===== src/rtl/ascii_loader.sv =====
// ascii_loader: paced ASCII text injector from the HPS ioctl download stream
// (index 0) into the UK101 serial receive path.
// Bytes are buffered in a small FIFO, back-pressured with ioctl_wait, and
// line endings are normalised. Characters are then presented one at a time,
// with an idle gap after each one and a longer gap after CR.
// Optional build macro: ASCII_LOADER_UPPERCASE_EN folds a-z to A-Z after
// the bit-7 strip.
module ascii_loader #(
  parameter int FIFO_DEPTH = 16,
  parameter int CHAR_GAP   = 24000,
  parameter int LINE_GAP   = 480000
) (
  input  logic       clk_sys,
  input  logic       reset,
  input  logic       enable,
  input  logic       ioctl_download,
  input  logic [7:0] ioctl_index,
  input  logic       ioctl_wr,
  input  logic [7:0] ioctl_dout,
  output logic       ioctl_wait,
  output logic [7:0] char_data,
  output logic       char_valid,
  input  logic       char_ready,
  output logic       busy,
  output logic       overflow
);

  localparam int AW      = $clog2(FIFO_DEPTH);
  localparam int CW      = AW + 1;
  localparam int GAP_MAX = (CHAR_GAP > LINE_GAP) ? CHAR_GAP : LINE_GAP;
  localparam int GW      = (GAP_MAX < 2) ? 1 : $clog2(GAP_MAX + 1);

  localparam logic [CW-1:0] FULL_LVL   = CW'(FIFO_DEPTH);
  localparam logic [CW-1:0] WAIT_LVL   = CW'(FIFO_DEPTH - 2);
  localparam logic [GW-1:0] CHAR_GAP_W = GW'(CHAR_GAP);
  localparam logic [GW-1:0] LINE_GAP_W = GW'(LINE_GAP);

  localparam logic [7:0] ASCII_CR  = 8'h0D;
  localparam logic [7:0] ASCII_LF  = 8'h0A;
  localparam logic [7:0] ASCII_NUL = 8'h00;
  localparam logic [7:0] ASCII_SUB = 8'h1A;

  typedef enum logic [1:0] {S_IDLE, S_PRESENT, S_GAP} state_t;

  // Filter one raw byte. Result bit 8 is the pass flag; bits 7:0 are the
  // character to present.
  function automatic logic [8:0] filter_byte(input logic [7:0] raw,
                                             input logic       prev_cr);
    logic [7:0] c;
    logic       pass;
    c    = raw & 8'h7F;
`ifdef ASCII_LOADER_UPPERCASE_EN
    if (c >= 8'h61 && c <= 8'h7A) c = c - 8'h20;
`endif
    pass = 1'b1;
    if (c == ASCII_LF) begin
      // LF that completes a CR/LF pair vanishes; a bare LF ends a line.
      if (prev_cr) pass = 1'b0;
      else         c    = ASCII_CR;
    end else if (c == ASCII_NUL || c == ASCII_SUB) begin
      pass = 1'b0;
    end
    return {pass, c};
  endfunction

  logic [7:0]    fifo_mem [FIFO_DEPTH];
  logic [AW-1:0] wr_ptr;
  logic [AW-1:0] rd_ptr;
  logic [CW-1:0] count;
  logic [CW-1:0] count_nxt;
  logic          full;
  logic          empty;
  logic          push;
  logic          pop;
  logic          wr_attempt;

  state_t        state;
  state_t        state_nxt;
  logic [GW-1:0] gap_cnt;
  logic [GW-1:0] gap_sel;
  logic          gap_start;
  logic          char_load;
  logic          prev_cr;
  logic          dl_q;
  logic          dl_rise;
  logic [7:0]    head_raw;
  logic [8:0]    filt;
  logic          head_is_cr;

  assign full       = (count == FULL_LVL);
  assign empty      = (count == '0);
  assign wr_attempt = ioctl_wr && ioctl_download && enable && (ioctl_index == 8'd0);
  assign push       = wr_attempt && !full;
  assign dl_rise    = ioctl_download && !dl_q;
  assign head_raw   = fifo_mem[rd_ptr];
  assign head_is_cr = ((head_raw & 8'h7F) == ASCII_CR);
  assign filt       = filter_byte(head_raw, prev_cr);

  assign char_valid = (state == S_PRESENT);
  assign busy       = ioctl_download | !empty | (state != S_IDLE);

  // Next-state, pop decision and gap selection for the output FSM.
  always_comb begin
    state_nxt = state;
    pop       = 1'b0;
    char_load = 1'b0;
    gap_start = 1'b0;
    gap_sel   = '0;
    case (state)
      S_IDLE: begin
        if (!empty) begin
          pop = 1'b1;
          if (filt[8]) begin
            char_load = 1'b1;
            state_nxt = S_PRESENT;
          end
        end
      end
      S_PRESENT: begin
        if (char_ready) begin
          gap_sel = (char_data == ASCII_CR) ? LINE_GAP_W : CHAR_GAP_W;
          if (gap_sel == '0) begin
            state_nxt = S_IDLE;
          end else begin
            gap_start = 1'b1;
            state_nxt = S_GAP;
          end
        end
      end
      S_GAP: begin
        if (gap_cnt <= GW'(1)) state_nxt = S_IDLE;
      end
      default: state_nxt = S_IDLE;
    endcase
    if (!enable) begin
      state_nxt = S_IDLE;
      pop       = 1'b0;
      char_load = 1'b0;
      gap_start = 1'b0;
    end
  end

  // Occupancy after this cycle's push/pop; flushing forces it to zero.
  always_comb begin
    count_nxt = count + CW'(push) - CW'(pop);
    if (!enable) count_nxt = '0;
  end

  // FIFO storage; data only, never reset.
  always_ff @(posedge clk_sys) begin
    if (push) fifo_mem[wr_ptr] <= ioctl_dout;
  end

  // FIFO pointers and occupancy; disable flushes the buffer.
  always_ff @(posedge clk_sys) begin
    if (reset || !enable) begin
      wr_ptr <= '0;
      rd_ptr <= '0;
      count  <= '0;
    end else begin
      if (push) wr_ptr <= wr_ptr + AW'(1);
      if (pop)  rd_ptr <= rd_ptr + AW'(1);
      count <= count_nxt;
    end
  end

  // Registered stall request, leaving room for one write already in flight.
  always_ff @(posedge clk_sys) begin
    if (reset) ioctl_wait <= 1'b0;
    else       ioctl_wait <= enable && (count_nxt >= WAIT_LVL);
  end

  // Download edge tracker, sticky overflow and previous-CR flag.
  always_ff @(posedge clk_sys) begin
    if (reset) begin
      dl_q     <= 1'b0;
      overflow <= 1'b0;
      prev_cr  <= 1'b0;
    end else begin
      dl_q <= ioctl_download;
      if (wr_attempt && full) overflow <= 1'b1;
      else if (dl_rise)       overflow <= 1'b0;
      if (dl_rise)            prev_cr  <= 1'b0;
      else if (char_load)     prev_cr  <= head_is_cr;
    end
  end

  // Output FSM state register and presented character.
  always_ff @(posedge clk_sys) begin
    if (reset) begin
      state     <= S_IDLE;
      char_data <= 8'h00;
    end else begin
      state <= state_nxt;
      if (char_load) char_data <= filt[7:0];
    end
  end

  // Inter-character gap counter.
  always_ff @(posedge clk_sys) begin
    if (reset || !enable)    gap_cnt <= '0;
    else if (gap_start)      gap_cnt <= gap_sel;
    else if (state == S_GAP) gap_cnt <= gap_cnt - GW'(1);
  end

endmodule

===== config.mk =====
export PLATFORM = sky130hd
export DESIGN_NAME = ascii_loader
export DESIGN_NICKNAME = d
export VERILOG_FILES = /design/src/rtl/ascii_loader.sv
export SDC_FILE = /design/constraint.sdc
export NUM_CORES = 1
export LEC_CHECK = 0
export BUFFER_PORTS_ARGS = -buffer_cell sky130_fd_sc_hd__buf_2
export CORE_ASPECT_RATIO = 0.7
export CORE_MARGIN = 1.5
export CORE_UTILIZATION = 52
export CTS_BUF_LIST = sky130_fd_sc_hd__clkbuf_4 sky130_fd_sc_hd__clkbuf_8
export DETAILED_ROUTE_END_ITERATION = 8
export PLACE_DENSITY = 0.75
export SYNTH_ARGS = -nofsm -noshare
export SYNTH_HDL_FRONTEND = slang
export SYNTH_SLANG_ARGS = --single-unit
export TNS_END_PERCENT = 20

===== constraint.sdc =====
create_clock -name clk_sys -period 8.7 [get_ports clk_sys]
set_input_delay 0.435 -clock clk_sys [delete_from_list [all_inputs] [get_ports clk_sys]]
set_output_delay 0.435 -clock clk_sys [all_outputs]
set_load 0.05 [all_outputs]

# == Word-level counts from Yosys, hierarchy flattened ==
# Memory sizes are Yosys's and may differ from the RTL's. A register that Yosys moved wholly into a read port is not among the register bits.
# Cells that the tools add are included.
# classes
shifts,0
magnitude_cmp,2
bitwise,3
eq_ne,11
muxes,34
reduce_logical,24
addsub,5
multipliers,0
div,0
# ops
cell,n
two-way mux 19 bit,5
"<= comparator 19 x 1 -> 1 bit, second input constant",1
zero test 19 bit,1
"subtractor 19 x 1 -> 19 bit, second input constant",1
two-way mux 1 bit,18
zero test 8 bit,2
"equality test 7 x 4 -> 1 bit, second input constant",2
two-way mux 2 bit,5
"adder 4 x 1 -> 4 bit, second input constant",2
"equality test 8 x 4 -> 1 bit, second input constant",1
two-way mux 4 bit,2
two-way mux 8 bit,1
"equality test 7 x 5 -> 1 bit, second input constant",1
logical AND 1 bit,7
two-way mux 7 bit,1
"!= test 2 bit, second input constant",3
one-hot mux 2 bit (3 select lines),1
nonzero test 2 bit,3
adder 5 x 1 -> 5 bit,1
"equality test 5 bit, second input constant",1
">= comparator 5 x 4 -> 1 bit, second input constant",1
zero test 5 bit,1
two-way mux 5 bit,1
subtractor 5 x 1 -> 5 bit,1
10 further kinds,16
# totals
reg_bits,46
n_memories,1
latch_bits,0
rom_bits,0
mem_bits_rw,128
# memory_table
name,words,word_bits,rd,rd_ports_with_merged_regs,wr,line_no,text
fifo_mem,16,8,1,1,1,66,logic [7:0] fifo_mem [FIFO_DEPTH];

# == Depth between registers and ports, before layout ==
# depth
ltp_word,9
depth_mapped,16

# == Worst setup path after synthesis ==
# Ideal clock, no wire load.
# synth_timing
path_kind,register to register
startpoint,reg count[3]
endpoint,reg ioctl_wait
synth_period_minus_slack_ns,2.723
required_ns,8.579
t_arrival_ns,2.602
stages_incl_launch_ff,17
slack_ns,5.977
n_path_buf,1
path_cell_list,dfxtp_1 > inv_1 > ha_1 > or4b_1 > nand3_1 > clkbuf_1 > nand2_1 > nand2_1 > ha_1 > inv_1 > fa_1 > inv_1 > a21oi_1 > nor2_1 > nor2_1 > xnor2_1 > o2bb2ai_1
# synth_between
elab_chain_len,8
word_cells_on_any_way,12
classes_between,add/sub (2); order compare (1); eq/ne (1); mux (4); reduce/logical (4)
# synth_lines
element,line_no,text
"start, declared",69,logic [CW-1:0] count;
"start signal, assigned",163,count <= count_nxt;
equality test 5 bit or zero test 5 bit (tied branches),"90, 91",
zero test 1 bit or two-way mux 1 bit (tied branches),"93, 111",
logical AND 1 bit or two-way mux 1 bit (tied branches),"93, 109",
adder 5 x 1 -> 5 bit or two-way mux 1 bit (tied branches),"145, 135",
subtractor 5 x 1 -> 5 bit *,145,count_nxt = count + CW'(push) - CW'(pop);
two-way mux 5 bit *,146,if (!enable) count_nxt = '0;
>= comparator 5 x 4 -> 1 bit *,170,else ioctl_wait <= enable && (count_nxt >= WAIT_LVL);
logical AND 1 bit *,170,
"end signal, assigned",170,
"end, declared",20,"output logic ioctl_wait,"
# Mark *: on every way between the ends. The rest lies on a longest branch, timed or not.
# A chain may end at the register's enable or synchronous reset.

# == Worst setup path in the final report ==
# Ends and elaborated chain as after synthesis.

==> results.py <==
metrics = {
    "outcome": {
        "status": "finished clean",
    },
    "route": {
        "wl_per_cell_um": 19.3,
        "drtAntennaViolNets": 0,
        "vias": 4329,
        "wl_um": 13900,
        "drt_first_pass_iters": 5,
        "via_per_inst": 6.00,
        "dr.first_iter.drc_count": 304,
        "remaining_drc_errors": 0,
    },
    "global_route": {
        "grt_max_degree": 28,
        "grt.busiest_layer": "met2",
        "track_usage_pct": 20.9,
        "grt_use_met2_pct": 32.7,
        "grt-ovfl-total": 0,
        "grt_pass1_wl_um": 22300,
        "antenna_found_initial": 0,
        "met1_usage_pct": 30.5,
        "met3_usage_pct": 3.91,
        "grt_pass1_vias": 4297,
    },
    "die": {
        "ios": 34,
        "start_util_pct": 53.3,
        "fp.dieW_um": 142,
        "core_area_um2": 13100,
        "die_area_um2": 14200,
        "die_y_um": 100,
        "rows": 35,
    },
    "sta": {
        "slew_violations": 0,
        "final-hold-violation-count": 0,
        "finalCritPeriodShare_pct": 35.5,
        "final.min_clock_period_ps": 3090,
        "layout_setup_ws_ps": 5610,
        "skew_ps": 18.4,
        "rsz0062_at_grt": "no",
        "slew-limit-headroom_pct": 33.3,
        "setup-tns-final_ps": 0,
        "fmax_ghz": 0.324,
        "tightest_slew_ps": 999,
        "setup_viol": 0,
    },
    "synthesis": {
        "ys_warn_count": 0,
        "synth_edf_count": 112,
        "ys_types": 69,
        "synth_area_um2": 7000,
        "async_flop_share_pct": 0,
        "yosysSeqAreaShare_pct": 62.0,
        "synth_ff_type": "edfxtp_1",
        "netlist_instances": 510,
        "synth_nets": 545,
        "synth_seq_cells": 161,
        "syn_area_per_cell_um2": 13.7,
    },
    "clock_tree": {
        "cts_setup_buffers": 0,
        "cts_buffers": 17,
        "cts.sinks": 161,
        "cts_tree": "yes",
        "ctsHtreeMaxLevel": 4,
        "clk_latency_ps": 440,
        "clock-root-buffer": "clkbuf_8",
        "cts_resized": 0,
        "postCtsHoldBufs": 0,
        "clock_path_buffers": 2,
        "clk_pin_slew_worst_paths_ps": 80,
    },
    "place": {
        "pre_cts_ws_ps": 5370,
        "place_area_um2": 7270,
        "globalplace.congestion": 0.805,
        "port_buffers": 31,
        "dp_hpwl_um": 9460,
    },
    "worst_setup_path": {
        "arrival_ps": 3380,
        "regToRegSetupSlack_ps": 5610,
        "crit_type": "reg2reg",
        "start_kind": "flip-flop",
        "cp_data_required_time_ps": 8990,
        "cp_max_fo": 15,
        "critPathCaptureType": "flip-flop",
    },
    "final_layout": {
        "finalNetCount": 577,
        "stdcell_area_um2": 7640,
        "antennaDiodeCount": 0,
        "area.growth.synth_to_final_pct": 9.04,
        "drive_gt1_share_pct": 17.7,
    },
    "run": {
        "max-cap-violations": 0,
    },
    "pwr": {
        "ir_worst_vdd_v": 0.000116,
        "powerDensity_nw_per_um2": 230,
        "power.leakage_nw": 2.55,
    },
    "hold_path": {
        "hold_path_class": "in2reg",
    },
}
## cell type report
| cell class | count | area [um^2] |
|---|---|---|
| fill | 1042 | 5500 |
| multi-input combinational | 311 | 2470 |
| timing repair buffer | 37 | 200 |
| clock inverter | 13 | 114 |
| sequential | 161 | 4340 |
| inverter | 14 | 52.6 |
| clock buffer | 19 | 249 |
| tap | 166 | 208 |
## synthesized netlist by cell type (8+ instances only)
cell type,number,area [um^2]
edfxtp_1,112,3360
nor2_1,57,214
dfxtp_1,49,981
nand2_1,32,120
a21oi_1,22,110
mux4_2,17,383
clkbuf_1,16,60.1
inv_1,13,48.8
ha_1,12,150
nand3_1,12,60.1
mux4_1,11,289
nor3_1,10,50.1
nor4_1,10,62.6
xnor2_1,10,87.6
nand2b_1,8,50.1
o21ai_0,8,40.0
xor2_1,8,70.1
## metrics by stage
step	hold slack, ps	power (mW)	cells	util (%)
5_1_grt	269	1.83	721	58.1
4_1_cts	254	1.76	721	58.1
3_3_place_gp	446	1.25	689	55.4
3_5_place_dp	463	1.27	689	55.4
6_report	259	1.75	721	58.1
2_1_floorplan	435	1.19	510	-
## sequential cells by signal, summed over array words and instances, names as in the netlist, named ones only
register / flops
char_data: 7
count: 5
dl_q: 1
fifo_mem: 112
gap_cnt: 19
ioctl_wait: 1
overflow: 1
prev_cr: 1
rd_ptr: 4
state: 2
wr_ptr: 4
## per-layer routing
metal  share of wire, %  wire (um)
met1                 48       6610
met2                 46       6390
met3                5.4        753
met4               0.98        136
met5                  0          0
## path summary, 6_finish.rpt
kind / from / endpoint / cells after the start
setup / recovery: count[3] / ioctl_wait / 15
hold / removal: ioctl_download / dl_q / 2
setup reg to reg: count[3] / ioctl_wait / 15
hold reg to reg: prev_cr / prev_cr / 2
## placed cells by master, fill, tap and decap left out, types with 3 or more instances in the layout
cell type   count
dfxtp_1        49
nor2b_1         7
ha_1           12
inv_1          13
clkbuf_8       17
and3_1          5
nor3_1         10
mux4_2         17
mux4_1         11
mux2i_1         6
a31oi_1         4
edfxtp_1      112
nand4_1         3
xor2_1          8
nand2b_1        8
nor3b_1         5
nand2_1        32
buf_4           6
nor4_1         10
or4_1           7
a21oi_1        22
o21ai_0         8
xnor2_1        10
o22ai_1         6
clkinvlp_4      7
buf_2          31
nand3_1        12
nor2_1         57
## logic make-up (layout without fill, tap and decap cells)
group           after synthesis  after routing  share of synthesized area (%)
simple gates                173            173                           12.7
flops                       161            161                           62.0
compound gates               70             70                           7.02
buf+inv                      38             83                           2.72
mux                          36             36                           10.8
xor+xnor                     18             18                           2.25
fa+ha+maj                    13             13                           2.43
other cells                   1              1                         0.0535
## report_power, final
part	leakage [nW]	internal, mW	switching [mW]
Clock	0.165	0.231	0.271
Sequential	1.40	0.844	0.0300
Combinational	0.985	0.140	0.239
## worst max-delay path, stage by stage, from the launching register on
cell,delay [ps]
dfxtp_1,320
inv_1,80
ha_1,160
or4b_1,490
nand3_1,500
nand2_1,90
nand2_1,90
ha_1,160
inv_1,50
fa_1,410
inv_1,80
a21oi_1,60
nor2_1,80
nor2_1,60
xnor2_1,200
o2bb2ai_1,100
Note: power is estimated with default switching activity, not from simulation.
